### src/rtl/adc_trigger.sv
// Qualified trigger generator for adc_controller_pretrig: level/slope/hysteresis
// qualification of the selected ADC channel, external trigger sync, holdoff and auto mode.
module adc_trigger #(
  parameter int DW     = 8,
  parameter int AUTO_W = 16
) (
  input  logic          clk,
  input  logic          rst,
  input  logic          sample_en,
  input  logic [DW-1:0] adc_a,
  input  logic [DW-1:0] adc_b,
  input  logic          ext_trig,
  input  logic [31:0]   cfg,
  output logic          trigger_req,
  output logic          auto_flag,
  output logic [1:0]    trig_state
);

  // sample_en is a one-clk qualifier with no back-pressure: adc_a/adc_b are only
  // looked at in a clk where it is high; trigger_req is a one-clk pulse with no ack.
  typedef enum logic [1:0] {
    ST_IDLE    = 2'b00,
    ST_PRIME   = 2'b01,
    ST_ARMED   = 2'b10,
    ST_HOLDOFF = 2'b11
  } state_t;

  localparam logic [1:0] MODE_OFF  = 2'b00;
  localparam logic [1:0] MODE_EXT  = 2'b10;
  localparam logic [1:0] MODE_AUTO = 2'b11;
  localparam logic [AUTO_W-1:0] AUTO_LAST = {{(AUTO_W-1){1'b1}}, 1'b0};

  state_t            r_state, w_state_nxt;
  logic [31:0]       r_cfg;
  logic [11:0]       r_hold_cnt, w_hold_nxt;
  logic [AUTO_W-1:0] r_auto_cnt, w_auto_nxt;
  logic [1:0]        r_sync;
  logic              r_sync_d;
  logic              r_trig, r_auto;
  logic              w_fire, w_fire_auto;

  logic [DW-1:0] w_level, w_hyst, w_lo, w_hi, w_s;
  logic [DW:0]   w_sum;
  logic          w_src, w_slope;
  logic [1:0]    w_mode;
  logic [11:0]   w_holdoff;
  logic          w_prime_hit, w_level_hit, w_ext_edge, w_cfg_chg, w_auto_hit, w_count;

  assign w_level   = DW'(r_cfg[7:0]);
  assign w_hyst    = DW'(r_cfg[15:8]);
  assign w_src     = r_cfg[16];
  assign w_slope   = r_cfg[17];
  assign w_mode    = r_cfg[19:18];
  assign w_holdoff = r_cfg[31:20];

  // Saturating prime thresholds: the extra sum bit flags overflow past full scale.
  assign w_sum = {1'b0, w_level} + {1'b0, w_hyst};
  assign w_hi  = w_sum[DW] ? {DW{1'b1}} : w_sum[DW-1:0];
  assign w_lo  = (w_level > w_hyst) ? (w_level - w_hyst) : '0;
  assign w_s   = w_src ? adc_b : adc_a;

  assign w_prime_hit = w_slope ? (w_s >= w_hi) : (w_s <= w_lo);
  assign w_level_hit = w_slope ? (w_s <= w_level) : (w_s >= w_level);
  assign w_ext_edge  = r_sync[1] & ~r_sync_d;
  assign w_cfg_chg   = (cfg != r_cfg);
  assign w_count     = (w_mode == MODE_AUTO) & sample_en;
  assign w_auto_hit  = w_count & (r_auto_cnt == AUTO_LAST);

  always_comb begin
    w_state_nxt = r_state;
    w_hold_nxt  = r_hold_cnt;
    w_auto_nxt  = r_auto_cnt;
    w_fire      = 1'b0;
    w_fire_auto = 1'b0;
    if (w_cfg_chg) begin
      w_state_nxt = (cfg[19:18] == MODE_OFF) ? ST_IDLE : ST_PRIME;
      w_hold_nxt  = '0;
      w_auto_nxt  = '0;
    end else begin
      case (r_state)
        ST_IDLE: begin
          if (w_mode != MODE_OFF) begin
            w_state_nxt = ST_PRIME;
            w_auto_nxt  = '0;
          end
        end
        ST_PRIME: begin
          if (w_auto_hit) begin
            w_fire      = 1'b1;
            w_fire_auto = 1'b1;
          end else begin
            if ((w_mode == MODE_EXT) || (sample_en && w_prime_hit)) w_state_nxt = ST_ARMED;
            if (w_count) w_auto_nxt = r_auto_cnt + 1'b1;
          end
        end
        ST_ARMED: begin
          // A real edge outranks the auto timeout landing on the same sample.
          if ((w_mode == MODE_EXT) ? w_ext_edge : (sample_en && w_level_hit)) begin
            w_fire = 1'b1;
          end else if (w_auto_hit) begin
            w_fire      = 1'b1;
            w_fire_auto = 1'b1;
          end else if (w_count) begin
            w_auto_nxt = r_auto_cnt + 1'b1;
          end
        end
        ST_HOLDOFF: begin
          if (r_hold_cnt == '0) begin
            w_state_nxt = ST_PRIME;
            w_auto_nxt  = '0;
          end else if (sample_en) begin
            w_hold_nxt = r_hold_cnt - 12'd1;
          end
        end
        default: w_state_nxt = ST_IDLE;
      endcase
      if (w_fire) begin
        w_state_nxt = ST_HOLDOFF;
        w_hold_nxt  = w_holdoff;
        w_auto_nxt  = '0;
      end
    end
  end

  always_ff @(posedge clk) begin
    if (rst) begin
      r_state    <= ST_IDLE;
      r_cfg      <= '0;
      r_hold_cnt <= '0;
      r_auto_cnt <= '0;
      r_sync     <= '0;
      r_sync_d   <= 1'b0;
      r_trig     <= 1'b0;
      r_auto     <= 1'b0;
    end else begin
      r_state    <= w_state_nxt;
      r_cfg      <= cfg;
      r_hold_cnt <= w_hold_nxt;
      r_auto_cnt <= w_auto_nxt;
      r_sync     <= {r_sync[0], ext_trig};
      r_sync_d   <= r_sync[1];
      r_trig     <= w_fire;
      r_auto     <= w_fire_auto;
    end
  end

  assign trigger_req = r_trig;
  assign auto_flag   = r_auto;
  assign trig_state  = r_state;

endmodule

### config.mk
export PLATFORM = sky130hd
export DESIGN_NAME = adc_trigger
export DESIGN_NICKNAME = d
export VERILOG_FILES = /design/src/rtl/adc_trigger.sv
export SDC_FILE = /design/constraint.sdc
export NUM_CORES = 1
export LEC_CHECK = 0
export ABC_AREA = 1
export BUFFER_PORTS_ARGS = -buffer_cell sky130_fd_sc_hd__buf_4
export CORE_ASPECT_RATIO = 0.7
export CORE_UTILIZATION = 64
export DETAILED_ROUTE_END_ITERATION = 10
export PLACE_DENSITY_LB_ADDON = 0.25
export SKIP_CTS_REPAIR_TIMING = 1
export SLEW_MARGIN = 40
export SYNTH_ARGS = -nofsm -noshare
export SYNTH_HDL_FRONTEND = slang
export SYNTH_SLANG_ARGS = --single-unit
### constraint.sdc
create_clock -name clk -period 7.2 [get_ports clk]
set_clock_uncertainty 0.15 [all_clocks]
set_input_delay 1.08 -clock clk [delete_from_list [all_inputs] [get_ports clk]]
set_output_delay 1.08 -clock clk [all_outputs]
set_load 0.02 [all_outputs]
Word level (Yosys, flattened, before mapping)

Index checks and enable logic that the tools add are counted.

Bits in registers: 67
Output and inout bits: 4
Word-level logic and storage cells: 81

$lt $le $gt $ge: 5
Muxes and demuxes: 30
Equal/unequal tests: 15
Reductions and logical operators: 15
Bitwise gates (word level): 4
Add/sub/neg operators: 4

Operators by type and width:

| operator                                                             | number |
|---|---|
| 16-bit 2-to-1 mux                                                    | 5 |
| 16-bit one-hot mux with 4 select lines                               | 1 |
| 12-bit 2-to-1 mux                                                    | 4 |
| 32-bit inequality test                                               | 1 |
| 8-bit 2-to-1 mux                                                     | 3 |
| 16-bit by 1-bit adder with 16-bit output, second input constant      | 1 |
| 16-bit == test, second input constant                                | 1 |
| 8-bit >= comparator                                                  | 2 |
| 8-bit <= comparator                                                  | 2 |
| 4-bit inequality test, second input constant                         | 4 |
| 12-bit logical NOT                                                   | 1 |
| 2-bit 2-to-1 mux                                                     | 6 |
| 12-bit by 1-bit subtractor with 12-bit output, second input constant | 1 |
| 8-bit by 8-bit adder with 9-bit output                               | 1 |
| 2-bit == test, second input constant                                 | 4 |
| 8-bit greater-than comparator                                        | 1 |
| 1-bit 2-to-1 mux                                                     | 8 |
| 8-bit subtractor                                                     | 1 |
| 2-bit inequality test, second input constant                         | 3 |
| 2-bit one-hot mux with 3 select lines                                | 1 |
| 3-bit AND reduction                                                  | 2 |
| 2-bit nonzero test                                                   | 3 |
| 5-bit AND reduction                                                  | 1 |
| 5-bit nonzero test                                                   | 1 |
| 10 further kinds                                                     | 15 |

Longest topological paths before layout

Depth in word-level cells: 11
Depth in mapped cells: 28

Worst setup path before layout

OpenSTA, ideal clock, no wires.

Path kind: flip-flop to flip-flop
Start: reg r_cfg[0]
End: reg r_state[1] (netlist: trig_state[1])
Clock period less this slack: 3.673 ns
Data required time: 6.941 ns
Library setup time: 0.109 ns
Cell stages (with the launch flop): 26
Path buffers: 0
Setup slack: 3.527 ns
Arrival: 3.414 ns
Cells stage by stage: dfxtp_1 > inv_1 > ha_1 > fa_1 > o31ai_1 > a21oi_1 > o21ai_0 > a21oi_1 > o21bai_1 > nand2_1 > or2_2 > ha_1 > inv_1 > nor2_1 > o21ai_0 > a21boi_0 > o21ai_0 > nand3_1 > o21ai_0 > nand2_1 > nand3_1 > nand3_1 > nand2_1 > nand2_1 > nand2_1 > inv_1

Cells in the longest elaborated chain, start to end: 9

Ends and longest elaborated chain:

| element                                                                  | line | source |
|---|---|---|
| from (decl)                                                              | 34   | `logic [31:0] r_cfg;` |
| from (signal assigned)                                                   | 137  | `r_cfg <= cfg;` |
| parallel branches: the longest is 9 deep, another holds 8-bit subtractor | n/a  |  |
| to (signal assigned)                                                     | 136  | `r_state <= w_state_nxt;` |
| to (decl)                                                                | 33   | `state_t r_state, w_state_nxt;` |

Several ways; the timed one is not identified. The select of a mux whose other input is x is not followed.
A chain may end at the register's enable or synchronous reset.

Worst setup path in the final report

Same ends and word-level chain as after synthesis.

==> flow_summary.toml <==
[logic_synthesis]
synth_top_area_share_pct = 28.85
syn-num-nets = 750
ys_ff_latch = 67
synth_cell_types = 45
seq_area_frac_synth_pct = 28.85
synthTopCellsByArea = "dfxtp_1 (29%), ha_1 (13%), inv_1 (8.8%), nor2_1 (8.6%), nand2_1 (8.2%)"
synth_top_area_cell = "dfxtp_1"
synthesis.area_um2 = 4649
yosysWarningCount = 0
synthCells = 648
synth.avg_cell_area_um2 = 7.175

[placed_design]
post-place-cells = 788
hpwl_um = 8897
gp_congestion = 0.9386
io_buffers = 55
place_area_um2 = 5141

[clocking]
clock_sinks = 67
clockBufferDepth = 2
cts_tree = "built"
path_clk_slew_ps = 70
cts_buffers = 9
cts-root-buf = "clkbuf_8"
clk_latency_ps = 360
h-tree-depth = 3

[final_layout]
antenna_cells = 0
fillCellCount = 544
nets = 807
drive_gt1_share_pct = 14.65
final_area_um2 = 5313
syn_to_final_growth_pct = 14.26
fin_cells = 804

[setup_path]
cp_max_fo = 8
slowest_delay_ps = 440
worst_path_dominant_cell_family = "compound AO/OA/AOI/OAI gates"
crit_end = "trig_state[1]$_SDFFE_PP0P_"
critPathArrivalTime_ps = 4670
endpoint_kind = "flop"
crit_cells = 25
worst_path_most_repeated_cell = "nand2_1"
r2r_cells = 25
required_ps = 7320
r2r-start = "r_cfg[0]$_SDFF_PP0_"
worst_setup_path_start_kind = "flop"
worst-r2r-setup-slack_ps = 2650
timing.rr.end = "trig_state[1]$_SDFFE_PP0P_"
slowest_stage = "o31ai_1"
critPathBufInv = 3
setup.worst_path.class = "flop to flop"
worstSetupStartpoint = "r_cfg[0]$_SDFF_PP0_"

[route]
drt_pre_antenna_iters = 5
first_iter_violations = 242
ant_nets = 0
drt_wl_total_um = 11240
vias = 4354
wire_per_inst_um = 13.98
drc = 0
detail_route.vias_per_cell = 5.415

[sta]
setup_tns_ps = 0
period_share_pct = 63.22
rsz0062_at_grt = "no"
relSlewSlack_pct = 56.59
fin_crit_ps = 4552
worst_pin_slew_ps = 649.6
fmax_ghz = 0.2197
drv_slew = 0
hold_viol_final = 0
setup_viol = 0

[global_route]
grt_overflow = 0
grt_max_degree = 39
antenna_found_initial = 0
grt_pass1_vias = 3974
grt_pass1_wl_um = 18330
grt.total_usage_pct = 31.02

[floorplanning]
io-pin-count = 56
die_w_um = 103.9
die_height_um = 73.31
row_count = 25
core_um2 = 6882
die_area_um2 = 7615
initial_core_util_pct = 67.56

[pwr]
p_per_area_nw_per_um2 = 162.3
p_total_w = 0.0008620
irDropWorstVdd_v = 0.0001196
leakage_nw = 2.596

[outcome]
status = "complete, no violations"

[flow_run]
drv_cap = 0

[worst_hold_path]
hold_path.class = "flop to flop"
[per-layer routing]
metal / share of wire (%) / GRT usage, % / vias to the layer above / wire [um]
li1: - / - / 2193 / -
met2: 44 / 49.63 / 167 / 4895
met3: 8.2 / 7.986 / 16 / 917
met1: 47 / 41.74 / 1978 / 5294
met5: 0 / 0 / - / 0
met4: 1.1 / 9.048 / 0 / 129
[sequential cells by signal (all words and copies together) (netlist names)]
register / count
auto_flag: 1
r_hold_cnt: 12
r_auto_cnt: 16
trig_state: 2
r_sync: 2
trigger_req: 1
r_sync_d: 1
r_cfg: 32
[stage by stage]
stage,setup slack (ps),util [%],hold WS (ps)
2_1_floorplan,3527,-,238.3
3_3_place_gp,2817,74.71,250.9
3_5_place_dp,2802,74.71,258.0
4_1_cts,2735,77.20,268.5
5_1_grt,2246,77.20,290.2
6_report,2648,77.20,268.2
[layout make-up]
type                            instances  area (um^2)  area share, %
Inverter                              112        422.9          7.960
Sequential cell                        67         1341          25.25
Timing Repair Buffer                   55        412.9          7.772
Multi-Input combinational cell        460         2846          53.58
Clock buffer                           12        145.1          2.732
Clock inverter                          4        26.28         0.4946
Tap cell                               94        117.6          2.214
[layout by cell type (no fill, tap or decap), drive strengths merged, types with 10 or more instances in the layout]
| cell | Yosys | final |
|---|---|---|
| nor2 | 113 | 113 |
| inv | 112 | 112 |
| nand2 | 106 | 106 |
| dfxtp | 67 | 67 |
| buf | 6 | 55 |
| ha | 48 | 48 |
| a21oi | 37 | 37 |
| xor2 | 28 | 28 |
| nand4 | 21 | 21 |
| nor3 | 18 | 18 |
| o21ai | 16 | 16 |
| nand3 | 15 | 15 |
| clkbuf | 3 | 12 |
| a211oi | 10 | 10 |
[cells by family (layout without fill, tap and decap cells)]
family | after synthesis | count (layout) | share of synthesized area, %
flops | 67 | 67 | 28.85
buf+inv | 121 | 183 | 9.930
xor+xnor | 35 | 35 | 6.593
fa+ha+maj | 50 | 50 | 13.78
simple gates | 282 | 282 | 27.69
compound gates | 84 | 84 | 11.03
mux | 9 | 9 | 2.126
[power breakdown]
group | leakage (nW) | internal [W] | switching, W
clock network | 0.0863 | 0.000134 | 0.000145
logic | 1.96 | 0.0000813 | 0.000109
registers | 0.549 | 0.000381 | 0.0000115
total | 2.60 | 0.000596 | 0.000266
[synth_stat cells (all sizes together)]
library cell and number:
o21ai 16, nor2 113, xnor2 7, o31ai 3, a41oi 1, fa 2, o21a 2, mux2i 2
a2111oi 1, nor4 2, clkbuf 3, inv 112, a211oi 10, and3 1, a21o 1, nand2 106
nor3 18, mux2 7, o21bai 5, ha 48, o2111ai 1, a21oi 37, a21boi 1, buf 6
or2 6, xor2 28, dfxtp 67, o211a 1, nand4 21, a31oi 5, nand3 15
[worst min-delay path, stage by stage (launching register included)]
cell     delay (ps)
dfxtp_1         300
inv_1            40
nor2_1           40
[how the worst min path moves through the flow]
stage | depth (start not counted) | slack [ps] | startpoint | end
2_1_floorplan | 2 | 240 | r_sync[0]$_SDFF_PP0_ | r_sync[1]$_SDFF_PP0_
3_3_place_gp | 2 | 250 | r_sync[0]$_SDFF_PP0_ | r_sync[1]$_SDFF_PP0_
3_5_place_dp | 2 | 260 | r_sync[0]$_SDFF_PP0_ | r_sync[1]$_SDFF_PP0_
4_1_cts | 2 | 270 | r_sync[0]$_SDFF_PP0_ | r_sync[1]$_SDFF_PP0_
5_1_grt | 2 | 290 | r_sync[0]$_SDFF_PP0_ | r_sync[1]$_SDFF_PP0_
6_report | 2 | 270 | r_sync[0]$_SDFF_PP0_ | r_sync[1]$_SDFF_PP0_
Note: power is estimated with default switching activity, not from simulation.
